## config.mk

```make
export PLATFORM = sky130hd
export DESIGN_NAME = lsu_mem_if
export DESIGN_NICKNAME = d
export VERILOG_FILES = /design/src/rtl/lsu_mem_if.sv
export SDC_FILE = /design/constraint.sdc
export NUM_CORES = 1
export LEC_CHECK = 0
export ABC_AREA = 1
export BUFFER_PORTS_ARGS = -buffer_cell sky130_fd_sc_hd__buf_2
export CELL_PAD_IN_SITES_DETAIL_PLACEMENT = 1
export CELL_PAD_IN_SITES_GLOBAL_PLACEMENT = 1
export CORE_UTILIZATION = 33
export DETAILED_ROUTE_END_ITERATION = 12
export GPL_TIMING_DRIVEN = 1
export PLACE_DENSITY_LB_ADDON = 0.12
export SLEW_MARGIN = 0
export SYNTH_ARGS = -nofsm -noshare
export SYNTH_HDL_FRONTEND = slang
export SYNTH_SLANG_ARGS = --single-unit
```

## constraint.sdc

```tcl
create_clock -name clk -period 1.6 [get_ports clk]
set_input_delay 0.32 -clock clk [delete_from_list [all_inputs] [get_ports clk]]
set_output_delay 0.32 -clock clk [all_outputs]
set_load 0.02 [all_outputs]
```

## src/rtl/lsu_mem_if.sv

```systemverilog
`default_nettype none
// ============================================================================
//  Module      : lsu_mem_if
//  Description : Load/store unit to single-port synchronous memory bridge.
//                Accepts one RV32I load/store at a time, issues a single
//                registered memory access, extracts/aligns load data and
//                returns a one-cycle response pulse. Illegal width codes are
//                rejected without touching memory.
//                Optional feature macro: LSU_MISALIGN_TRAP_EN
//                  defined   -> misaligned halfword/word accesses are rejected
//                  undefined -> offending low address bits are ignored
//  Revision    : 1.0 - initial release
// ============================================================================
module lsu_mem_if #(
    parameter int ADDR_W = 17
) (
    input  logic              clk,
    input  logic              rst,
    // core request
    input  logic              req_valid,
    output logic              req_ready,
    input  logic              req_we,
    input  logic [2:0]        req_funct3,
    input  logic [31:0]       req_addr,
    input  logic [31:0]       req_wdata,
    // core response
    output logic              resp_valid,
    output logic [31:0]       resp_rdata,
    output logic              resp_err,
    // memory port
    output logic [ADDR_W-1:0] mem_address,
    output logic [3:0]        mem_byteena,
    output logic [31:0]       mem_data,
    output logic              mem_enable,
    output logic              mem_wren,
    input  logic [31:0]       mem_q
);

    typedef enum logic [2:0] {
        S_IDLE  = 3'd0,
        S_ISSUE = 3'd1,
        S_CAPT  = 3'd2,
        S_RESP  = 3'd3,
        S_ERR   = 3'd4
    } state_t;

    state_t              r_state;
    state_t              w_next;

    logic                r_we;
    logic [2:0]          r_funct3;
    logic [1:0]          r_off;

    logic [ADDR_W-1:0]   r_mem_address;
    logic [3:0]          r_mem_byteena;
    logic [31:0]         r_mem_data;
    logic                r_mem_enable;
    logic                r_mem_wren;

    logic                r_resp_valid;
    logic [31:0]         r_resp_rdata;
    logic                r_resp_err;

    logic                w_bad_f3;
    logic                w_misalign;
    logic                w_illegal;
    logic [3:0]          w_be;
    logic [31:0]         w_data;
    logic [7:0]          w_byte;
    logic [15:0]         w_half;
    logic [31:0]         w_load;

    // Byte-address bits above the memory window are not decoded.
    logic                w_unused;
    assign w_unused = &{1'b0, req_addr[31:ADDR_W+2]};

    // Classify the incoming request: unsupported width code or trapped misalignment.
    always_comb begin
        w_bad_f3   = 1'b0;
        w_misalign = 1'b0;
        if (req_we) begin
            w_bad_f3 = (req_funct3 > 3'b010);
        end else begin
            w_bad_f3 = (req_funct3 == 3'b011) || (req_funct3[2:1] == 2'b11);
        end
`ifdef LSU_MISALIGN_TRAP_EN
        w_misalign = ((req_funct3[1:0] == 2'b01) && req_addr[0]) ||
                     ((req_funct3[1:0] == 2'b10) && (req_addr[1:0] != 2'b00));
`else
        w_misalign = 1'b0;
`endif
        w_illegal = w_bad_f3 || w_misalign;
    end

    // Store lane steering; loads always read the whole word.
    always_comb begin
        w_be   = 4'b1111;
        w_data = 32'h0;
        if (req_we) begin
            case (req_funct3[1:0])
                2'b00: begin
                    w_be   = 4'b0001 << req_addr[1:0];
                    w_data = {4{req_wdata[7:0]}};
                end
                2'b01: begin
                    w_be   = req_addr[1] ? 4'b1100 : 4'b0011;
                    w_data = {2{req_wdata[15:0]}};
                end
                default: begin
                    w_be   = 4'b1111;
                    w_data = req_wdata;
                end
            endcase
        end
    end

    // Load data extraction from the returned memory word.
    always_comb begin
        w_byte = 8'h0;
        w_load = 32'h0;
        case (r_off)
            2'd0:    w_byte = mem_q[7:0];
            2'd1:    w_byte = mem_q[15:8];
            2'd2:    w_byte = mem_q[23:16];
            default: w_byte = mem_q[31:24];
        endcase
        w_half = r_off[1] ? mem_q[31:16] : mem_q[15:0];
        case (r_funct3)
            3'b000:  w_load = {{24{w_byte[7]}}, w_byte};
            3'b100:  w_load = {24'h0, w_byte};
            3'b001:  w_load = {{16{w_half[15]}}, w_half};
            3'b101:  w_load = {16'h0, w_half};
            default: w_load = mem_q;
        endcase
    end

    // State register.
    always_ff @(posedge clk) begin
        if (rst) begin
            r_state <= S_IDLE;
        end else begin
            r_state <= w_next;
        end
    end

    // Next-state decode; the core handshake is only open while idle.
    always_comb begin
        w_next    = r_state;
        req_ready = 1'b0;
        case (r_state)
            S_IDLE: begin
                req_ready = 1'b1;
                if (req_valid) begin
                    w_next = w_illegal ? S_ERR : S_ISSUE;
                end
            end
            S_ISSUE: w_next = r_we ? S_RESP : S_CAPT;
            S_CAPT:  w_next = S_RESP;
            S_RESP:  w_next = S_IDLE;
            S_ERR:   w_next = S_IDLE;
            default: w_next = S_IDLE;
        endcase
    end

    // Request capture, memory drive and response registers.
    always_ff @(posedge clk) begin
        if (rst) begin
            r_we          <= 1'b0;
            r_funct3      <= 3'b000;
            r_off         <= 2'b00;
            r_mem_address <= '0;
            r_mem_byteena <= 4'b0000;
            r_mem_data    <= 32'h0;
            r_mem_enable  <= 1'b0;
            r_mem_wren    <= 1'b0;
            r_resp_valid  <= 1'b0;
            r_resp_rdata  <= 32'h0;
            r_resp_err    <= 1'b0;
        end else begin
            // Strobes default low so each lasts exactly one cycle.
            r_mem_enable <= 1'b0;
            r_mem_wren   <= 1'b0;
            r_resp_valid <= 1'b0;
            case (r_state)
                S_IDLE: begin
                    if (req_valid) begin
                        r_we     <= req_we;
                        r_funct3 <= req_funct3;
                        r_off    <= req_addr[1:0];
                        if (w_illegal) begin
                            r_resp_valid <= 1'b1;
                            r_resp_err   <= 1'b1;
                            r_resp_rdata <= 32'h0;
                        end else begin
                            r_mem_address <= req_addr[ADDR_W+1:2];
                            r_mem_byteena <= w_be;
                            r_mem_data    <= w_data;
                            r_mem_enable  <= 1'b1;
                            r_mem_wren    <= req_we;
                        end
                    end
                end
                S_ISSUE: begin
                    if (r_we) begin
                        r_resp_valid <= 1'b1;
                        r_resp_err   <= 1'b0;
                        r_resp_rdata <= 32'h0;
                    end
                end
                S_CAPT: begin
                    r_resp_valid <= 1'b1;
                    r_resp_err   <= 1'b0;
                    r_resp_rdata <= w_load;
                end
                default: begin
                end
            endcase
        end
    end

    assign mem_address = r_mem_address;
    assign mem_byteena = r_mem_byteena;
    assign mem_data    = r_mem_data;
    assign mem_enable  = r_mem_enable;
    assign mem_wren    = r_mem_wren;
    assign resp_valid  = r_resp_valid;
    assign resp_rdata  = r_resp_rdata;
    assign resp_err    = r_resp_err;

endmodule
`default_nettype wire

```

==> key figures, run 1 <==
Detailed routing
  – Avg WL per Cell: 15.51 um
  – Routed metal-1 wire length: 6528 um
  – DR top layer: met4
  – Final wirelength: about 15,000 um
  – DR vias/cell: 4.920
  – Met2 routed WL: approximately 7400 um
  – DR pass1 iterations: 4
  – Vias: 4,831
  – Met3 Routed Length: between 900 and 1000 um
  – # DRC: 0
  – DR iter-0 viols: 227
  – Final ANT Viol Nets: 0

Power and ir drop
  – VDD IR max: 0.0005212 V
  – Pwr/cell area: 1166 mW/mm^2
  – P_leak: 2.962 nW

Timing
  – Setup violations, final: 0
  – Max Transition Viols Final: 0
  – Least-Margin Pin Slew: about 0.49 ns
  – Relative slew slack: 67.00%
  – RSZ-0062 raised after global routing: yes
  – FMAX: 647.0 MHz
  – Min Tclk post-route: 1.546 ns
  – Setup ws final: 0.05450 ns
  – Final Hold Fails: 0
  – Fin crit share: roughly 97%
  – Hold WS: 0.1867 ns
  – Clk_skew: 0.006337 ns

Synth
  – Count of flip-flops with a built-in enable after synthesis: 0
  – Syn nets: about 700
  – Gate Count Post-Synth: ~620
  – Adder-cell area share of the yosys netlist: 0%
  – Simple-Gate Fraction of Synth Area: 26.43%
  – Netlist cell types: 32
  – Synth Area in XOR/XNOR: 0%
  – Post-synth top area share: between 40% and 50%
  – Syn Area/Cell: 7.209 um^2
  – Async S/R FF share, synth: 0%
  – Mux contribution to synthesized area: 0%
  – Ranking of synthesized cells by area: dfxtp_1 44%, nand2_1 11%, a21oi_1 8.5%
  – Synth Warn #: 0
  – Post-synth top area cell: dfxtp_1
  – Sequential area share after synthesis: 44.18%
  – Prevailing post-synth register cell: dfxtp_1
  – Mapped Area: approximately 0.0044 mm^2
  – Complex-gate fraction of the synthesized area: approximately 21%
  – Largest family of logic cells by synthesized area: simple AND/OR/NAND/NOR gates
  – Yosys reg bits: 98

Clock tree
  – Clock buffer depth: 2
  – CTS buffer count: 9
  – CTS tree: done
  – Clock Sinks: 98
  – Worst-path clk slew: 0.07 ns
  – Clock root cell: clkbuf_16
  – H-tree levels: 3
  – Worst skew pair latency: 0.35 ns

Die
  – Chip height: roughly 120 um
  – Die area: 0.01392 mm^2
  – Row count: 42
  – Initial Util: 33.67%
  – # IOs: slightly below 200
  – Die Width: 118 um
  – Core area: about 0.013 mm^2

Layout
  – Share of post-route cells with drive strength above 1: between 30 and 40%
  – Final nets: between 900 and 1,000
  – Layout fillers: ~1,700
  – Sequential cell area: 0.001964 mm^2
  – Antenna diodes: 0
  – Multi-input gate area: 0.002151 mm^2
  – Most common cell after layout, fill and taps aside: buf_2
  – Commonest cells after routing, fill and taps aside: 178 x buf_2, 128 x nand2_1, 96 x dfxtp_1
  – Area delta synth->final: 35.19%

Placement
  – PortBufs: 179
  – Dpl hpwl: 11,150 um
  – Place WS: -0.1465 ns
  – RD Place Congestion: between 0.9 and 1

Critical path
  – CP Capture Type: output port
  – Worst path required time: 1.28 ns
  – Worst-path fanout max: 5
  – Critical path arrival: between 1 and 1.5 ns
  – Crit Path Class: reg2out
  – CP Launch Type: flop

Global routing
  – First-pass GRT wire length: 24,290 um
  – GRT Total Usage: 22.23%
  – Pin count of the biggest net entering global routing: 42
  – Initial antenna violation count: 0
  – Total gr overflow: 0
  – Vias in the first global route: 4,942

Outcome
  – Status: finished, final reports clean

Worst hold path
  – Worst min-delay path class: in2reg

Flow run
  – MaxCap Viol Count: 0
[cell type report]
class                      count  share of cell area, %
sequential                    98                  32.72
clock buffer                   9                  3.752
inverter                      41                  2.605
multi-input combinational    443                  35.83
clock inverter                 7                  1.959
timing repair buffer         208                  19.47
tap                          176                  3.668
[logic make-up (layout without fill, tap and decap cells)]
group / after synthesis / after routing
AOI/OAI and AO/OA: 170 / 170
and+or+nand+nor: 270 / 273
buffers and inverters: 78 / 265
DFF: 98 / 98
[critical path, cell delays in order, from the launching register on]
cell and delay [ns]:
dfxtp_2 0.34, nor3_4 0.32, buf_4 0.21
[repair_timing]
item	in CTS	in global routing
setup endpoints to repair	47	67
gates cloned	2	1
pin swaps	3	5
hold buffers	0	0
buffers inserted	2	6
gates resized for setup	1	17
[registers in the layout, summed over array words and instances, names as in the netlist]
name,cells
mem_address,17
mem_byteena,4
mem_data,32
mem_enable,1
mem_wren,1
r_funct3,3
r_off,2
r_state,3
r_we,1
resp_err,1
resp_rdata,32
resp_valid,1
[cell usage after synthesis (4+ instances only)]
cell / n
a21oi_1: 75
buf_2: 7
buf_6: 8
clkbuf_1: 16
dfxtp_1: 98
inv_1: 36
inv_2: 5
nand2_1: 128
nand3_1: 32
nor2_1: 89
o211ai_1: 10
o21ai_0: 55
o21ai_1: 19
o221ai_1: 8
or2_2: 4
[layer usage]
| metal | GRT usage, % | up-vias |
|---|---|---|
| li1 | - | 2403 |
| met1 | 25.67 | 2267 |
| met2 | 38.38 | 142 |
| met3 | 5.862 | 19 |
| met4 | 9.856 | 0 |
| met5 | 0 | - |
[through the flow]
stage | instances | utilization [%] | total power [mW] | TNS (ns) | cell area (um^2)
floorplan | 616 | - | 3.893 | 0 | 4441
global placement | 955 | 41.81 | 4.401 | -2.140 | 5515
detailed placement | 955 | 41.81 | 4.448 | -3.599 | 5515
CTS | 975 | 44.66 | 7.008 | -0.001611 | 5891
global route | 982 | 45.51 | 7.387 | -0.06078 | 6003
finish | 982 | 45.51 | 7.000 | 0 | 6003
[final timing paths]
kind	from	end	slack, ns	depth (start not counted)
setup reg to reg	r_state[0]	mem_address[9]	0.07	7
setup / recovery	r_state[0]	req_ready	0.05	2
hold / removal	req_wdata[5]	mem_data[5]	0.19	3
hold reg to reg	resp_rdata[8]	resp_rdata[8]	0.46	2
[where the power goes]
group          total (mW)  switching (mW)  internal [mW]
sequential           2.74           0.108           2.63
clock                2.50           0.976           1.53
combinational        1.76            1.15          0.605
total                7.00            2.23           4.77
Power figures use the tool's default switching activity.
==> run 2, diff against run 1 <==
--- a/config.mk
+++ b/config.mk
@@ -6,11 +6,12 @@
 export NUM_CORES = 1
 export LEC_CHECK = 0
 export ABC_AREA = 1
-export BUFFER_PORTS_ARGS = -buffer_cell sky130_fd_sc_hd__buf_2
 export CELL_PAD_IN_SITES_DETAIL_PLACEMENT = 1
 export CELL_PAD_IN_SITES_GLOBAL_PLACEMENT = 1
-export CORE_UTILIZATION = 33
+export CORE_UTILIZATION = 43
+export CTS_CLUSTER_DIAMETER = 150
 export DETAILED_ROUTE_END_ITERATION = 12
+export DONT_BUFFER_PORTS = 1
 export GPL_TIMING_DRIVEN = 1
 export PLACE_DENSITY_LB_ADDON = 0.12
 export SLEW_MARGIN = 0
==> key figures, run 2 (synthesis results as in run 1) <==
Critical path
  – CP max stage delay: 0.36 ns (was 0.34 ns)
  – Most frequent CP cell: nor2_4
  – R2R Setup Slk: 0.04 ns (was 0.07 ns)
  – Worst-path fanout max: 17 (was 5)
  – Cell Chain, Critical Path: nor3_4, buf_4, nand2_2, nor2_4, nor2_4, buf_12, nand2_1, a21oi_1 (was nor3_4, buf_4)
  – CP Launch Type: flop (unchanged)
  – Crit Path Class: reg2reg (was reg2out)
  – Crit path buffers/inverters: 2 (was 1)
  – CP Capture Type: flop (was output port)
  – Critical path's top delay family: simple AND/OR/NAND/NOR gates (was flip-flops)
  – FF-to-FF path depth: 8 (was 7)
  – Worst reg2reg startpoint: r_state[0] (unchanged)
  – Worst path required time: 1.87 ns (was 1.28 ns)
  – Critical path arrival: 1.83 ns (was 1.23 ns)
  – Worst-path cell with the longest stage delay: dfxtp_2 (unchanged)
  – Worst R2R End: resp_rdata[16] (was mem_address[9])

Power and ir drop
  – VDD IR max: 0.0006345 V (was 0.0005212 V)
  – Pwr/cell area: 1249 mW/mm^2 (was 1166 mW/mm^2)
  – P_leak: 2.074 nW (was 2.962 nW)
  – Post-layout power: 6.125 mW (was 7.000 mW)

Layout
  – Share of post-route cells with drive strength above 1: 12.80% (was 32.01%)
  – Sequential cell area: 0.001967 mm^2 (was 0.001964 mm^2)
  – Area delta synth->final: 10.40% (was 35.19%)
  – Multi-input gate area: 0.002118 mm^2 (was 0.002151 mm^2)
  – Antenna diodes: 0 (unchanged)
  – Finished Core Util: 49.47% (was 45.51%)
  – Layout fillers: 1,285 (was 1,740)
  – Final nets: 723 (was 904)
  – Commonest cells after routing, fill and taps aside: 127 x nand2_1, 94 x dfxtp_1, 86 x nor2_1 (was 178 x buf_2, 128 x nand2_1, 96 x dfxtp_1)
  – Most common cell after layout, fill and taps aside: nand2_1 (was buf_2)

Placement
  – PortBufs: 0 (was 179)
  – RD Place Congestion: 0.9262 (was 0.9362)
  – Place WS: -0.1428 ns (was -0.1465 ns)
  – Dpl hpwl: 9821 um (was 11,150 um)

Detailed routing
  – DR iter-0 viols: 109 (was 227)
  – DR vias/cell: 5.500 (was 4.920)
  – Final wirelength: 13,760 um (was 15,230 um)
  – Avg WL per Cell: 18.15 um (was 15.51 um)
  – Final ANT Viol Nets: 0 (unchanged)
  – # DRC: 0 (unchanged)
  – Vias: 4,169 (was 4,831)
  – DR pass1 iterations: 4 (unchanged)

Worst hold path
  – Worst min-delay path class: in2reg (unchanged)
  – WHS Endpoint: mem_data[4] (was mem_data[5])
  – Hold_sp: req_wdata[4] (was req_wdata[5])
  – Hold Path Cell Cnt: 2 (was 3)

Global routing
  – Initial antenna violation count: 0 (unchanged)
  – GRT Total Usage: 25.72% (was 22.23%)
  – First-pass GRT wire length: 21,830 um (was 24,290 um)
  – Pin count of the biggest net entering global routing: 42 (unchanged)
  – Total gr overflow: 0 (unchanged)
  – Vias in the first global route: 4,403 (was 4,942)

Die
  – Die Width: 103.6 um (was 118 um)
  – Row count: 36 (was 42)
  – # IOs: 193 (unchanged)
  – Initial Util: 44.81% (was 33.67%)
  – Chip height: 103.6 um (was 118 um)
  – Die area: 0.01074 mm^2 (was 0.01392 mm^2)
  – Core area: 0.009910 mm^2 (was 0.01319 mm^2)

Timing
  – FMAX: 642.5 MHz (was 647.0 MHz)
  – Final Hold Fails: 0 (unchanged)
  – Setup TNS: 0 ns (unchanged)
  – RSZ-0062 raised after global routing: yes (unchanged)
  – Relative slew slack: 71.34% (was 67.00%)
  – Clk_skew: 0.01016 ns (was 0.006337 ns)
  – Setup ws final: 0.04369 ns (was 0.05450 ns)
  – Min Tclk post-route: 1.556 ns (was 1.546 ns)
  – Setup violations, final: 0 (unchanged)
  – Least-Margin Pin Slew: 0.4288 ns (was 0.4944 ns)
  – Max Transition Viols Final: 0 (unchanged)
  – Fin crit share: 97.27% (was 96.59%)

Clock tree
  – Clock Sinks: 98 (unchanged)
  – Worst-path clk slew: 0.10 ns (was 0.07 ns)
  – CTS tree: done (unchanged)
  – H-tree levels: 3 (unchanged)
  – Clock buffer depth: 2 (unchanged)
  – CTS buffer count: 9 (unchanged)
  – Clock root cell: clkbuf_8 (was clkbuf_16)
  – Worst skew pair latency: 0.38 ns (was 0.35 ns)

Outcome
  – Status: finished, final reports clean (unchanged)

Flow run
  – MaxCap Viol Count: 0 (unchanged)
==> run 2: changes by cell type in the layout (fill, tap and decap cells not counted), sizes merged <==
cell | before | now
clkbuf | 9 | 10
buf | 208 | 29
bufinv | 3 | 2
inv | 40 | 42
nor2 | 97 | 95
clkinvlp | 0 | 1
clkinv | 5 | 2
==> run 2: worst max path at each step <==
stage	startpoint	end	slack, ns	depth (start not counted)
2_1_floorplan	r_state[0]	resp_rdata[10]	0.13	7
3_3_place_gp	r_state[1]	resp_rdata[13]	0.02	6
3_5_place_dp	r_state[0]	resp_rdata[1]	-0.14	6
4_1_cts	r_state[2]	req_ready	0.008	2
5_1_grt	r_state[0]	resp_rdata[16]	-0.02	8
6_report	r_state[0]	resp_rdata[16]	0.04	8
==> run 2: repair_timing <==
item | CTS | global route
cloned | 1 | 0
setup buffers | 2 | 8
hold endpoints to repair | 41 | 0
pin swaps | 2 | 4
endpoints found under the setup margin | 56 | 82
gates resized for setup | 3 | 10
hold buffers | 1 | 0
==> run 2: metal layers <==
layer	track usage, %	vias to the layer above	share of wire [%]
li1	-	2028	-
met1	27.52	1979	39
met2	45.69	140	49
met3	9.880	22	9.3
met4	9.524	0	2.1
met5	0	-	0
==> run 2: cell type report <==
class | count | area share (%)
multi-input cells | 441 | 43.21
flip-flops and latches | 98 | 40.12
repair buffers | 29 | 5.360
well taps | 133 | 3.395
inverters | 41 | 3.139
clock buffers | 10 | 2.808
clock inverters | 6 | 1.965
==> run 2: where the power goes <==
group	switching [mW]	internal [mW]
Clock	0.960	0.943
Sequential	0.341	2.63
Combinational	0.804	0.444
==> run 2: metrics by stage <==
stage | instances | area [um^2] | hold slack [ns]
6_report | 758 | 4902 | 0.03679
3_5_place_dp | 730 | 4518 | 0.3954
5_1_grt | 758 | 4902 | 0.02715
3_3_place_gp | 730 | 4518 | 0.3939
4_1_cts | 750 | 4807 | 0.03017
2_1_floorplan | 616 | 4441 | 0.4231
==> run 3, diff against run 2 <==
--- a/config.mk
+++ b/config.mk
@@ -10,6 +10,7 @@
 export CELL_PAD_IN_SITES_GLOBAL_PLACEMENT = 1
 export CORE_UTILIZATION = 43
 export CTS_CLUSTER_DIAMETER = 150
+export CTS_CLUSTER_SIZE = 25
 export DETAILED_ROUTE_END_ITERATION = 12
 export DONT_BUFFER_PORTS = 1
 export GPL_TIMING_DRIVEN = 1
==> constraint.sdc (replaced) <==
create_clock -name clk -period 1.45 [get_ports clk]
set_input_delay 0.29 -clock clk [delete_from_list [all_inputs] [get_ports clk]]
set_output_delay 0.29 -clock clk [all_outputs]
set_load 0.02 [all_outputs]
==> key figures, run 3 (synthesis results as in run 1) <==
Outcome
  – Status: finished, violations left (was finished, final reports clean)
  – Violated checks: negative setup slack

Power and ir drop
  – Clock power share: 27.4% (was 31.1%)
  – Pwr/cell area: 1322 mW/mm^2 (was 1249 mW/mm^2)
  – VDD IR max: 0.0005978 V (was 0.0006345 V)
  – Internal Power: 4.272 mW (was 4.020 mW)
  – Net load switching power: 2.386 mW (was 2.105 mW)
  – Switching share of power: 35.83% (was 34.37%)
  – Logic gate share of total power: 23.2% (was 20.4%)
  – Post-layout power: 6.658 mW (was 6.125 mW)
  – Sequential cell fraction of total power: 49.3% (was 48.6%)
  – P_leak: 2.100 nW (was 2.074 nW)

Clock tree
  – Clock root cell: clkbuf_8 (unchanged)
  – Worst-path clk slew: 0.10 ns (about the same)
  – Worst skew pair latency: 0.38 ns (about the same)
  – H-tree levels: 3 (unchanged)
  – Clock buffer depth: 2 (unchanged)
  – Clock Sinks: 98 (unchanged)
  – CTS buffer count: 9 (unchanged)
  – CTS tree: done (unchanged)

Layout
  – Most common cell after layout, fill and taps aside: nand2_1 (unchanged)
  – Sequential cell area: 0.001971 mm^2 (was 0.001967 mm^2)
  – Commonest cells after routing, fill and taps aside: 122 x nand2_1, 93 x dfxtp_1, 89 x nor2_1 (was 127 x nand2_1, 94 x dfxtp_1, 86 x nor2_1)
  – Final nets: 730 (was 723)
  – Multi-input gate area: 0.002206 mm^2 (was 0.002118 mm^2)
  – Area delta synth->final: 13.41% (was 10.40%)
  – Antenna diodes: 0 (unchanged)
  – Layout fillers: 1,265 (was 1,285)
  – Share of post-route cells with drive strength above 1: 15.51% (was 12.80%)

Timing
  – Clk_skew: 0.009010 ns (was 0.01016 ns)
  – RSZ-0062 raised after global routing: yes (unchanged)
  – Least-Margin Pin Slew: 0.3850 ns (was 0.4288 ns)
  – Setup TNS: -1.803 ns (was 0 ns)
  – Setup ws final: -0.09469 ns (was 0.04369 ns)
  – Min Tclk post-route: 1.545 ns (was 1.556 ns)
  – FMAX: 647.4 MHz (was 642.5 MHz)
  – Max Transition Viols Final: 0 (unchanged)
  – Fin crit share: 106.5% (was 97.27%)
  – Setup violations, final: 54 (was 0)
  – Relative slew slack: 74.33% (was 71.34%)
  – Final Hold Fails: 0 (unchanged)

Global routing
  – Initial antenna violation count: 0 (unchanged)
  – First-pass GRT wire length: 22,460 um (was 21,830 um)
  – Pin count of the biggest net entering global routing: 54 (was 42)
  – Vias in the first global route: 4,453 (was 4,403)
  – Total gr overflow: 0 (unchanged)
  – GRT Total Usage: 26.46% (was 25.72%)

Critical path
  – Critical path's top delay family: simple AND/OR/NAND/NOR gates (unchanged)
  – CP max stage delay: 0.36 ns (about the same)
  – Worst path required time: 1.72 ns (was 1.87 ns)
  – Worst-path cell with the longest stage delay: dfxtp_2 (unchanged)
  – Crit path buffers/inverters: 2 (unchanged)
  – Crit Path Class: reg2reg (unchanged)
  – Cell Chain, Critical Path: nor3_4, buf_6, nand2_4, nor2_8, inv_6, nor2_1, nor2_1 (was nor3_4, buf_4, nand2_2, nor2_4, nor2_4, buf_12, nand2_1, a21oi_1)
  – CP Capture Type: flop (unchanged)
  – Worst-path fanout max: 53 (was 17)
  – CP Launch Type: flop (unchanged)
  – Critical path arrival: 1.82 ns (was 1.83 ns)
  – Most frequent CP cell: nor2_1 (was nor2_4)

Flow run
  – MaxCap Viol Count: 0 (unchanged)

Die
  – Initial Util: 44.81% (unchanged)
  – Die Width: 103.6 um (unchanged)
  – Core area: 0.009910 mm^2 (unchanged)
  – Row count: 36 (unchanged)
  – # IOs: 193 (unchanged)
  – Chip height: 103.6 um (unchanged)
  – Die area: 0.01074 mm^2 (unchanged)

Placement
  – PortBufs: 0 (unchanged)
  – RD Place Congestion: 0.9286 (was 0.9262)
  – Dpl hpwl: 9895 um (was 9821 um)

Detailed routing
  – Final wirelength: 14,380 um (was 13,760 um)
  – Met2 routed WL: 7306 um (was 6792 um)
  – Routed metal-1 wire length: 5765 um (was 5394 um)
  – # DRC: 0 (unchanged)
  – DR iter-0 viols: 190 (was 109)
  – Met3 Routed Length: 1058 um (was 1277 um)
  – Avg WL per Cell: 18.79 um (was 18.15 um)
  – Vias: 4,210 (was 4,169)
  – DR vias/cell: 5.503 (was 5.500)
  – Final ANT Viol Nets: 0 (unchanged)
  – DR pass1 iterations: 4 (unchanged)
  – DR top layer: met4 (unchanged)

Worst hold path
  – Worst min-delay path class: in2reg (unchanged)
## run 3: cell types whose count changed in the layout (fill, tap and decap cells not counted), moves of 3 or more
| cell | delta |
|---|---|
| o21ai_0 | -6 |
| nor2_4 | +3 |
| nor2_2 | -3 |
| a21oi_1 | -6 |
| nand2_1 | -5 |
| o21ai_1 | +6 |
| a21oi_2 | +6 |
| buf_12 | +3 |
| nand2_2 | +4 |
| nor2_1 | +3 |
## run 3: area by class of cell
type	instances	share of cell area, %
clock buffer	10	2.534
clock inverter	6	1.317
inverter	41	3.205
multi-input combinational	444	43.80
sequential	98	39.13
tap	133	3.304
timing repair buffer	33	6.708
## run 3: power groups by stage
stage | registers [mW] | clock network [mW] | logic (mW)
floorplan | 3.29 | 0 | 1.01
global placement | 3.33 | 0 | 1.23
detailed placement | 3.34 | 0 | 1.28
CTS | 3.28 | 1.86 | 1.45
global route | 3.31 | 1.96 | 1.71
finish | 3.28 | 1.83 | 1.55
## run 3: through the flow
stage,cell area [um^2],cells,hold WS (ns),util (%),setup slack [ns]
floorplan,4449,616,0.3931,-,0.003473
global placement,4577,735,0.3645,46.19,-0.1341
detailed placement,4577,735,0.3655,46.19,-0.2480
CTS,4913,761,0.006387,49.58,-0.02070
global route,5036,765,0.003116,50.82,-0.1563
finish,5036,765,0.01528,50.82,-0.09469
## run 3: layer usage
layer  vias up  global-route usage, %
met4         0                  8.799
met1      2001                  29.53
met5         -                      0
li1       2048                      -
met2       143                  47.75
met3        18                  7.867
## run 3: path summary, 6_finish.rpt
| check | cells after the start | slack [ns] | from | endpoint |
|---|---|---|---|---|
| max | 7 | -0.09 | r_state[0] | mem_address[3] |
| min | 2 | 0.02 | req_wdata[3] | mem_data[3] |
| max reg2reg | 7 | -0.09 | r_state[0] | mem_address[3] |
| min reg2reg | 2 | 0.53 | r_we | r_we |
## run 3: timing repair
item | CTS | global route
pin swaps | 12 | 14
resized for setup | 14 | 26
endpoints found under the hold margin | 41 | 0
hold buffers | 1 | 0
buffers inserted | 5 | 4
endpoints found under the setup margin | 87 | 87
gates cloned | 4 | 0
